==> config.mk <==
export PLATFORM = sky130hd
export DESIGN_NAME = axil_gpio_regs
export DESIGN_NICKNAME = d
export VERILOG_FILES = /design/src/rtl/axil_gpio_regs_pkg.sv /design/src/rtl/axil_hold_slot.sv /design/src/rtl/axil_gpio_regs.sv
export SDC_FILE = /design/constraint.sdc
export NUM_CORES = 1
export LEC_CHECK = 0
export CAP_MARGIN = 15
export CELL_PAD_IN_SITES_DETAIL_PLACEMENT = 1
export CELL_PAD_IN_SITES_GLOBAL_PLACEMENT = 2
export CORE_ASPECT_RATIO = 0.5
export CORE_UTILIZATION = 32
export CTS_CLUSTER_DIAMETER = 200
export CTS_CLUSTER_SIZE = 30
export DETAILED_ROUTE_END_ITERATION = 10
export GPL_ROUTABILITY_DRIVEN = 0
export GPL_TIMING_DRIVEN = 0
export PLACE_DENSITY = 0.88
export SYNTH_ARGS = -nofsm -noshare
export SYNTH_HDL_FRONTEND = slang
export SYNTH_SLANG_ARGS = --single-unit
==> constraint.sdc <==
create_clock -name clk -period 5.91 [get_ports clk]
set_input_delay 1.182 -clock clk [delete_from_list [all_inputs] [get_ports clk]]
set_output_delay 1.182 -clock clk [all_outputs]
set_load 0.02 [all_outputs]
==> src/rtl/axil_gpio_regs_pkg.sv <==
// Shared response codes and address-decode helper for the AXI4-Lite GPIO register block.
package axil_gpio_regs_pkg;

  localparam logic [1:0] RESP_OKAY   = 2'b00;
  localparam logic [1:0] RESP_SLVERR = 2'b10;

  function automatic int addr_lsb(input int data_width);
    return $clog2(data_width / 8);
  endfunction

endpackage

==> src/rtl/axil_hold_slot.sv <==
// One-entry valid/ready holding register; captures a beat and keeps it until the owner clears it.
module axil_hold_slot
  import axil_gpio_regs_pkg::*;
#(
  parameter int WIDTH = 8
) (
  input  logic             clk,
  input  logic             resetn,
  input  logic             i_block,
  input  logic             i_valid,
  output logic             o_ready,
  input  logic [WIDTH-1:0] i_data,
  input  logic             i_clear,
  output logic             o_full,
  output logic [WIDTH-1:0] o_data
);

  logic             r_full;
  logic [WIDTH-1:0] r_data;

  assign o_ready = !r_full && !i_block;
  assign o_full  = r_full;
  assign o_data  = r_data;

  // Clear and accept never coincide: clear needs the slot full, accept needs it empty.
  always_ff @(posedge clk) begin
    if (!resetn) begin
      r_full <= 1'b0;
      r_data <= '0;
    end else if (i_clear) begin
      r_full <= 1'b0;
    end else if (i_valid && o_ready) begin
      r_full <= 1'b1;
      r_data <= i_data;
    end
  end

endmodule

==> src/rtl/axil_gpio_regs.sv <==
// AXI4-Lite control/status register block: NUM_REGS RW registers, one RO status word, write pulses.
module axil_gpio_regs
  import axil_gpio_regs_pkg::*;
#(
  parameter int                    DATA_WIDTH  = 32,
  parameter int                    ADDR_WIDTH  = 8,
  parameter int                    NUM_REGS    = 4,
  parameter logic [DATA_WIDTH-1:0] RESET_VALUE = '0
) (
  input  logic                           clk,
  input  logic                           resetn,
  input  logic [ADDR_WIDTH-1:0]          s_axil_awaddr,
  input  logic                           s_axil_awvalid,
  output logic                           s_axil_awready,
  input  logic [DATA_WIDTH-1:0]          s_axil_wdata,
  input  logic [DATA_WIDTH/8-1:0]        s_axil_wstrb,
  input  logic                           s_axil_wvalid,
  output logic                           s_axil_wready,
  output logic [1:0]                     s_axil_bresp,
  output logic                           s_axil_bvalid,
  input  logic                           s_axil_bready,
  input  logic [ADDR_WIDTH-1:0]          s_axil_araddr,
  input  logic                           s_axil_arvalid,
  output logic                           s_axil_arready,
  output logic [DATA_WIDTH-1:0]          s_axil_rdata,
  output logic [1:0]                     s_axil_rresp,
  output logic                           s_axil_rvalid,
  input  logic                           s_axil_rready,
  output logic [NUM_REGS*DATA_WIDTH-1:0] gpio_out,
  input  logic [DATA_WIDTH-1:0]          gpio_in,
  output logic [NUM_REGS-1:0]            gpio_wr_pulse
);

  localparam int STRB_W   = DATA_WIDTH / 8;
  localparam int ADDR_LSB = addr_lsb(DATA_WIDTH);
  localparam int IDX_W    = ADDR_WIDTH - ADDR_LSB;
  localparam logic [IDX_W-1:0] STATUS_IDX = IDX_W'(NUM_REGS);

  logic                  r_rst_q;
  logic                  w_block;
  logic [DATA_WIDTH-1:0] r_regs [NUM_REGS];
  logic [NUM_REGS-1:0]   r_wr_pulse;
  logic                  r_bvalid;
  logic [1:0]            r_bresp;
  logic                  r_rvalid;
  logic [1:0]            r_rresp;
  logic [DATA_WIDTH-1:0] r_rdata;

  logic                     w_aw_full;
  logic [IDX_W-1:0]         w_aw_idx;
  logic                     w_w_full;
  logic [STRB_W-1:0]        w_strb;
  logic [DATA_WIDTH-1:0]    w_wdata;
  logic                     w_commit;
  logic                     w_wr_ok;
  logic [IDX_W-1:0]         w_ar_idx;
  logic                     w_ar_hs;
  logic [DATA_WIDTH-1:0]    w_rd_data;
  logic [1:0]               w_rd_resp;

  // Handshakes stay closed during reset and for the first cycle after release.
  always_ff @(posedge clk) begin
    if (!resetn) r_rst_q <= 1'b1;
    else         r_rst_q <= 1'b0;
  end

  assign w_block = !resetn || r_rst_q;

  axil_hold_slot #(.WIDTH(IDX_W)) u_aw_slot (
    .clk     (clk),
    .resetn  (resetn),
    .i_block (w_block),
    .i_valid (s_axil_awvalid),
    .o_ready (s_axil_awready),
    .i_data  (s_axil_awaddr[ADDR_WIDTH-1:ADDR_LSB]),
    .i_clear (w_commit),
    .o_full  (w_aw_full),
    .o_data  (w_aw_idx)
  );

  axil_hold_slot #(.WIDTH(STRB_W + DATA_WIDTH)) u_w_slot (
    .clk     (clk),
    .resetn  (resetn),
    .i_block (w_block),
    .i_valid (s_axil_wvalid),
    .o_ready (s_axil_wready),
    .i_data  ({s_axil_wstrb, s_axil_wdata}),
    .i_clear (w_commit),
    .o_full  (w_w_full),
    .o_data  ({w_strb, w_wdata})
  );

  generate
    if (ADDR_LSB > 0) begin : g_unused_lsb
      logic w_unused_lsb;
      assign w_unused_lsb = ^{s_axil_awaddr[ADDR_LSB-1:0], s_axil_araddr[ADDR_LSB-1:0]};
    end
  endgenerate

  assign w_commit = w_aw_full && w_w_full && (!r_bvalid || s_axil_bready);
  assign w_wr_ok  = w_aw_idx < STATUS_IDX;

  always_ff @(posedge clk) begin
    if (!resetn) begin
      for (int i = 0; i < NUM_REGS; i++) r_regs[i] <= RESET_VALUE;
    end else if (w_commit && w_wr_ok) begin
      for (int i = 0; i < NUM_REGS; i++) begin
        if (w_aw_idx == IDX_W'(i)) begin
          for (int b = 0; b < STRB_W; b++) begin
            if (w_strb[b]) r_regs[i][b*8 +: 8] <= w_wdata[b*8 +: 8];
          end
        end
      end
    end
  end

  // A pulse fires for every OKAY commit, even one whose strobes are all zero.
  always_ff @(posedge clk) begin
    if (!resetn) begin
      r_wr_pulse <= '0;
    end else begin
      for (int i = 0; i < NUM_REGS; i++)
        r_wr_pulse[i] <= w_commit && w_wr_ok && (w_aw_idx == IDX_W'(i));
    end
  end

  always_ff @(posedge clk) begin
    if (!resetn) begin
      r_bvalid <= 1'b0;
      r_bresp  <= RESP_OKAY;
    end else if (w_commit) begin
      r_bvalid <= 1'b1;
      r_bresp  <= w_wr_ok ? RESP_OKAY : RESP_SLVERR;
    end else if (s_axil_bready) begin
      r_bvalid <= 1'b0;
    end
  end

  assign w_ar_idx       = s_axil_araddr[ADDR_WIDTH-1:ADDR_LSB];
  assign s_axil_arready = !w_block && !r_rvalid;
  assign w_ar_hs        = s_axil_arvalid && s_axil_arready;

  always_comb begin
    w_rd_data = '0;
    w_rd_resp = RESP_SLVERR;
    if (w_ar_idx == STATUS_IDX) begin
      w_rd_data = gpio_in;
      w_rd_resp = RESP_OKAY;
    end
    for (int i = 0; i < NUM_REGS; i++) begin
      if (w_ar_idx == IDX_W'(i)) begin
        w_rd_data = r_regs[i];
        w_rd_resp = RESP_OKAY;
      end
    end
  end

  // Reads sample the array before any same-edge commit lands, so they see the old value.
  always_ff @(posedge clk) begin
    if (!resetn) begin
      r_rvalid <= 1'b0;
      r_rdata  <= '0;
      r_rresp  <= RESP_OKAY;
    end else if (w_ar_hs) begin
      r_rvalid <= 1'b1;
      r_rdata  <= w_rd_data;
      r_rresp  <= w_rd_resp;
    end else if (s_axil_rready) begin
      r_rvalid <= 1'b0;
    end
  end

  generate
    for (genvar g = 0; g < NUM_REGS; g++) begin : g_out
      assign gpio_out[g*DATA_WIDTH +: DATA_WIDTH] = r_regs[g];
    end
  endgenerate

  assign s_axil_bvalid = r_bvalid;
  assign s_axil_bresp  = r_bresp;
  assign s_axil_rvalid = r_rvalid;
  assign s_axil_rresp  = r_rresp;
  assign s_axil_rdata  = r_rdata;
  assign gpio_wr_pulse = r_wr_pulse;

endmodule

==> impl_summary.log, run 1 <==
[metrics] run status: finished clean
[metrics] Clock Sinks: 213
[metrics] start of the worst register-to-register path: u_aw_slot.o_data[2]$_SDFFE_PN0P_
[metrics] Post-Syn Area: approximately 9100 sq um
[metrics] power density relative to cell area: ~230 nW/um^2
[metrics] required time at the worst-slack endpoint: between 4000 and 5000 ps
[metrics] Final Routed Wirelength: 33.6 mm
[metrics] Filler Cells Inserted: 3071
[metrics] layout-stage area growth over the synthesis result: 37.5%
[metrics] Die Ht: approximately 120 um
[metrics] maximum clock path buffer count: 3
[metrics] Storage cell area: 5550 sq um
[metrics] clock tree from TritonCTS: done
[metrics] count of input and output buffers: ~260
[metrics] most common cell after layout, fill and taps aside: clkdlybuf4s50_1
[metrics] share of synthesized cell area in and, or, nand and nor gates: between 10% and 20%
[metrics] count of boundary I/O pins: approximately 260
[metrics] number of vias per cell: approximately 5.1
[metrics] Fin Clk Skew: a little under 50 ps
[metrics] setup repair after global routing missed its margin: false
[metrics] worst max-slew margin expressed relative to the limit: between 20% and 30%
[metrics] NumNets Final: approximately 1200
[metrics] transition at the pin with the smallest max-transition slack: 1140 ps
[metrics] maximum fanout along the worst path: 5
[metrics] cell repeated most along the worst path: clkdlybuf4s50_1
[metrics] synthesis warning total: 0
[metrics] data arrival time of the critical path: 2870 ps
[metrics] fraction of final layout cells with drive strength greater than 1: under 10%
[metrics] min cycle time layout: ~4100 ps
[metrics] area used by multi-input combinational logic: about 3300 sq um
[metrics] WHS: ~490 ps
[metrics] All-Layer GR Usage: a little under a quarter
[metrics] number of enable-type register cells in the synthesized netlist: between 100 and 150
[metrics] total number of vias: about 7500
[metrics] multiplexer area fraction after synthesis: under 10%
[metrics] maximum number of pins on one net before global-route repair: 32
[metrics] delay of the slowest cell on the worst path: roughly 700 ps
[metrics] effective utilization at floorplan: 32.8%
[metrics] # resized after CTS: 0
[metrics] Final Cycle Share: between 60% and 70%
[metrics] floorplan die area: between 20000 and 30000 sq um
[metrics] global-route wire length before repair: approximately 49 mm
[metrics] count of endpoints failing setup in the final report: 0
[metrics] number of global-route vias before repair: about 7800
[metrics] number of remaining DRC errors: 0
[metrics] post-DP HPWL: roughly 26 mm
[metrics] cell at the slowest stage of the critical path: clkdlybuf4s50_1
[metrics] commonest non-fill, non-tap cells in the layout: clkdlybuf4s50_1, and2_1, edfxtp_1
[metrics] diode count: 0
[metrics] routed wirelength normalized by instance count: 23.0 um
[metrics] Hold Violations, Final: 0
[metrics] clock network latency to the later pin of the worst-skew pair: 490 ps
[metrics] flops & latches, synth: roughly 210
[metrics] Final TNS setup: 0 ps
[metrics] post-synthesis cell type count: 36
[metrics] H-tree level count: 1
[metrics] number of core rows: 43
[metrics] Leak Pwr: between 4 and 5 nW
[metrics] first-iteration detailed-routing DRC count: 499
[metrics] adder and majority cell fraction of the synthesized area: 0%
[metrics] Setup Buffers After CTS: 0
[metrics] xor and xnor fraction of the mapped netlist area: 0%
[metrics] clock-pin slew on the worst setup and hold paths: between 100 and 150 ps
[metrics] Mean Syn Cell Area: approximately 11 sq um
[metrics] Critical Path End Type: output port
[metrics] total count of max-transition violations in the final report: 0
[metrics] cts bufs inserted: 11
[metrics] instance count of the mapped netlist: between 700 and 800
[metrics] CTS Hold Buffers Added: 0
[metrics] kind of start point of the critical path: input port
[metrics] Worst Setup SP: resetn
[metrics] critical path start-end classification: in -> out
[metrics] ys flop type: edfxtp_1
[metrics] horizontal die dimension: 241 um
[metrics] peak ir drop on the vdd network: about 0.16 mV
[metrics] ordered cell list for the critical path: clkdlybuf4s50_1 -> nor3b_1 -> clkdlybuf4s50_1
[metrics] peak clock frequency supported by timing: approximately 0.25 GHz
[metrics] compound-cell area share of the yosys netlist: a little under an eighth
[metrics] initial antenna violation count: 0
[metrics] Core ar.: around 28000 sq um
[metrics] fraction of registers with async set or reset after synthesis: 0%
[metrics] sequential area share after synthesis: 60.7%
[metrics] main combinational cell family by area after synthesis: simple AND/OR/NAND/NOR gates
[metrics] worst min-delay path category: reg -> reg
[metrics] CTS Root Cell: clkbuf_16
[metrics] first-pass iteration count of the detailed router: 5
[metrics] max-cap check violation count: 0
[metrics] gr ovfl total: 0
[metrics] Final ANT Viol Nets: 0
[metrics] HP Start: u_w_slot.o_data[32]$_SDFFE_PN0P_
path summary, 6_finish.rpt:
path / slack, ps / end / cells after the start
setup / recovery: 1860 / s_axil_wready / 3
hold / removal: 490 / u_w_slot.o_data[32]$_SDFFE_PN0P_ / 2
setup reg to reg: 2600 / r_regs[3][30]$_SDFFCE_PN0P_ / 5
hold reg to reg: 490 / u_w_slot.o_data[32]$_SDFFE_PN0P_ / 2
layout make-up:
type | count | share of cell area [%]
sequential | 213 | 44.1
buffer | 52 | 2.04
clock inverter | 1 | 0.239
clock buffer | 16 | 2.34
inverter | 6 | 0.179
timing repair buffer | 266 | 20.9
multi-input combinational | 528 | 26.4
tap | 382 | 3.80
stage by stage:
stage | std cells | instance area (sq um) | setup WS, ps | util, % | power [W]
after floorplan | 799 | 9140 | 2900 | - | 0.00182
after global placement | 1436 | 12200 | 1410 | 43.7 | 0.00201
after detailed placement | 1440 | 12200 | 1560 | 43.8 | 0.00202
after CTS | 1457 | 12500 | 1840 | 44.9 | 0.00286
after global routing | 1464 | 12600 | 1730 | 45.1 | 0.00293
final | 1464 | 12600 | 1860 | 45.1 | 0.00286
worst max-delay path: cells and delay by family:
kind,cells,cell delay (ps)
buffers and inverters,2,1290
and+or+nand+nor,1,400
cells in the mapped netlist (25+ instances only):
cell / instances / area [sq um]
a21oi_1: 47 / 235
dfxtp_1: 85 / 1700
o21ai_0: 32 / 160
edfxtp_1: 128 / 3840
o22ai_1: 25 / 156
clkbuf_1: 32 / 120
a22oi_1: 25 / 188
mux2i_1: 45 / 450
nand2_1: 102 / 383
and2_1: 130 / 813
o31a_1: 25 / 219
mux2_2: 25 / 282
cell families (layout without fill, tap and decap cells):
kind of cell / Yosys count / after routing
buffers and inverters: 58 / 341
DFF: 213 / 213
other: 1 / 2
AOI/OAI and AO/OA: 164 / 164
muxes: 70 / 70
and+or+nand+nor: 292 / 292
routing by layer:
layer,wire [um],global-route usage (%),vias to the layer above
met2,16800,39.5,239
met3,1730,2.82,51
met1,14300,29.4,3761
li1,-,-,3402
met5,0,0,-
met4,803,6.09,0
power by group:
part | internal (W) | total [W] | switching, W
Sequential | 0.00161 | 0.00165 | 0.0000352
Combinational | 0.000158 | 0.000347 | 0.000189
Clock | 0.000363 | 0.000861 | 0.000499
Total | 0.00213 | 0.00286 | 0.000723
sequential cells by signal, summed over array words and instances (netlist names), 4 cells and up:
signal            cells
s_axil_rdata         32
gpio_wr_pulse         4
u_aw_slot.o_data      6
r_regs              128
u_w_slot.o_data      36
(Power assumes the default switching activity.)
==> run 2: changes to the inputs <==
Settings changed: CORE_UTILIZATION 32 to 27, PLACE_DENSITY 0.88 to 0.8.
Clock period 5.91 ns to 3.3 ns, I/O delays scaled along.
==> run 2 against run 1 <==
Critical path depth up 3; total power up 79%; worst hold slack worse by 14 ps; global-route usage down 2.6 points; critical endpoint is now r_regs[2][21]$_SDFFCE_PN0P_; largest cell class unchanged; highest routed layer unchanged.
==> impl_summary.log, run 2 (same netlist as run 1, synthesis figures left out) <==
[metrics] NumNets Final: 1176 (+0.60%)
[metrics] total number of vias: 7351 (-1.4%)
[metrics] Clock Sinks: 213 (unchanged)
[metrics] number of cells on the critical path: 6 (+3)
[metrics] number of global-route vias before repair: 8021 (+2.7%)
[metrics] ordered cell list for the critical path: nor4_1 -> nand4b_1 -> clkbuf_1 -> or2_2 -> o21ai_0 -> buf_2
[metrics] floorplan die area: 34600 sq um (+18%)
[metrics] peak clock frequency supported by timing: between 0.3 and 0.4 GHz
[metrics] combined buffer and inverter count along the critical path: 2 (unchanged)
[metrics] initial antenna violation count: 0 (unchanged)
[metrics] clock-pin slew on the worst setup and hold paths: 120 ps (about the same)
[metrics] required time at the worst-slack endpoint: 3480 ps (-1250 ps)
[metrics] count of endpoints failing setup in the final report: 0 (unchanged)
[metrics] diode count: 0 (unchanged)
[metrics] total count of max-transition violations in the final report: 0 (unchanged)
[metrics] CP delay by family, top: simple AND/OR/NAND/NOR gates
[metrics] setup repair after global routing missed its margin: false
[metrics] first-pass iteration count of the detailed router: 4 (-1)
[metrics] max-cap check violation count: 0 (unchanged)
[metrics] Core ar.: 33200 sq um (+19%)
[metrics] clock network latency to the later pin of the worst-skew pair: 480 ps (about the same)
[metrics] flip-flop count of the largest register after layout: 128 (unchanged)
[metrics] Storage cell area: 5550 sq um (unchanged)
[metrics] maximum number of pins on one net before global-route repair: 32 (unchanged)
[metrics] number of vias per cell: 4.80 (-5.6%)
[metrics] Filler Cells Inserted: 3661 (+19%)
[metrics] worst min-delay path category: reg -> reg
[metrics] critical path start-end classification: reg -> reg
[metrics] start of the worst register-to-register path: u_aw_slot.o_data[2]$_SDFFE_PN0P_
[metrics] cts bufs inserted: 11 (unchanged)
[metrics] routed wirelength normalized by instance count: 22.8 um (-0.67%)
[metrics] gr ovfl total: 0 (unchanged)
[metrics] All-Layer GR Usage: 20.0% (-2.6 points)
[metrics] count of input and output buffers: 255 (unchanged)
[metrics] commonest non-fill, non-tap cells in the layout: clkdlybuf4s50_1, and2_1, edfxtp_1
[metrics] Final Cycle Share: between 90% and 100%
[metrics] run status: finished clean
[metrics] # resized after CTS: 0 (unchanged)
[metrics] capturing point of the worst reg2reg path: r_regs[2][21]$_SDFFCE_PN0P_
[metrics] kind of start point of the critical path: flop
[metrics] H-tree level count: 1 (unchanged)
[metrics] layout-stage area growth over the synthesis result: 38.7%
[metrics] Hold Path Sink: u_w_slot.o_data[32]$_SDFFE_PN0P_
[metrics] area used by multi-input combinational logic: 3320 sq um (unchanged)
[metrics] peak ir drop on the vdd network: 0.253 mV (+54%)
[metrics] clock tree from TritonCTS: done
[metrics] maximum fanout along the worst path: 10 (+5)
[metrics] number of core rows: 47 (+9.3%)
[metrics] horizontal die dimension: 262 um (+8.8%)
[metrics] CTS Root Cell: clkbuf_16
[metrics] data arrival time of the critical path: 3300 ps (+430 ps)
[metrics] Final Instance Area: 12700 sq um (+0.91%)
[metrics] cell at the slowest stage of the critical path: o21ai_0
[metrics] Final TNS setup: 0 ps (unchanged)
[metrics] first-iteration detailed-routing DRC count: 469 (-6.0%)
[metrics] number of cells on the worst hold path: 2 (unchanged)
[metrics] Biggest register: r_regs
[metrics] min cycle time layout: just over 3000 ps
[metrics] maximum clock path buffer count: 3 (unchanged)
[metrics] count of boundary I/O pins: 264 (unchanged)
[metrics] number of remaining DRC errors: 0 (unchanged)
[metrics] post-DP HPWL: 27.3 mm (+4.4%)
[metrics] Fin Clk Skew: 41.3 ps (-6.76 ps)
[metrics] CTS Hold Buffers Added: 0 (unchanged)
[metrics] Leak Pwr: 4.39 nW (+0.71%)
[metrics] delay of the slowest cell on the worst path: 710 ps (+20 ps)
[metrics] most common cell after layout, fill and taps aside: clkdlybuf4s50_1
[metrics] Hold Violations, Final: 0 (unchanged)
[metrics] fraction of final layout cells with drive strength greater than 1: 6.80% (+0.60 points)
[metrics] Critical Path End Type: flop
[metrics] power density relative to cell area: 403 nW/um^2 (+77%)
[metrics] worst max-slew margin expressed relative to the limit: 22.0% (-1.2 points)
[metrics] Setup Buffers After CTS: 0 (unchanged)
[metrics] Final Routed Wirelength: 34.9 mm (+3.8%)
[metrics] HP Start: u_w_slot.o_data[32]$_SDFFE_PN0P_
[metrics] transition at the pin with the smallest max-transition slack: 1160 ps (+17.9 ps)
[metrics] global-route wire length before repair: 51.4 mm (+5.2%)
[metrics] effective utilization at floorplan: 27.6% (-5.2 points)
[metrics] Placed Area: 12300 sq um (+1.2%)
[metrics] r2r setup slk: 180 ps (-2420 ps)
[metrics] path depth of the worst reg2reg path: 6 (+1)
[metrics] Final ANT Viol Nets: 0 (unchanged)
[metrics] Die Ht: 132 um (+8.7%)
run 2: cell count changes in the layout (fill, tap and decap cells not counted), sizes merged:
| cell | delta |
|---|---|
| buf | +7 |
run 2: power by group:
part,leakage [nW],switching (W),internal [W]
logic,2.22,0.000340,0.000286
registers,2.01,0.0000615,0.00289
clock network,0.153,0.000886,0.000649
total,4.39,0.00129,0.00382
run 2: cell type report:
class,count,area share [%]
Buffer,52,2.02
Timing Repair Buffer,273,21.0
Sequential cell,213,43.7
Inverter,6,0.178
Tap cell,441,4.35
Clock buffer,16,2.32
Clock inverter,1,0.237
Multi-Input combinational cell,528,26.2
run 2: worst max-delay path by stage:
stage,from,endpoint,slack [ps]
after floorplan,s_axil_bready,r_regs[2][0]$_SDFFCE_PN0P_,810
after global placement,s_axil_bready,r_regs[0][14]$_SDFFCE_PN0P_,-530
after detailed placement,s_axil_bready,r_regs[2][22]$_SDFFCE_PN0P_,-230
after CTS,u_aw_slot.o_data[2]$_SDFFE_PN0P_,r_regs[2][22]$_SDFFCE_PN0P_,270
after global routing,s_axil_bready,r_regs[3][20]$_SDFFCE_PN0P_,60
final,u_aw_slot.o_data[2]$_SDFFE_PN0P_,r_regs[2][21]$_SDFFCE_PN0P_,180
run 2: through the flow:
| stage | hold WS, ps | std cells | setup slack (ps) | power [W] | utilization [%] |
|---|---|---|---|---|---|
| finish | 473 | 1530 | 182 | 0.00511 | 38.2 |
| global route | 500 | 1530 | 55.8 | 0.00525 | 38.2 |
| CTS | 476 | 1528 | 269 | 0.00514 | 38.2 |
| detailed placement | 460 | 1511 | -226 | 0.00364 | 37.2 |
| global placement | 452 | 1495 | -531 | 0.00362 | 36.9 |
| floorplan | 436 | 799 | 808 | 0.00326 | - |
run 2: tightest hold or removal path: cells and delay by family (launching register included):
family | cells | cell delay [ps]
compound gates | 1 | 50
simple gates | 1 | 60
flops | 1 | 330
run 2: per-layer routing:
layer  wire length, um  up-vias  GRT usage, %
li1                  -     3415             -
met2             18400      152          36.8
met1             14300     3735          24.4
met3              1260       49          1.96
met5                 0        -             0
met4               996        0          5.97
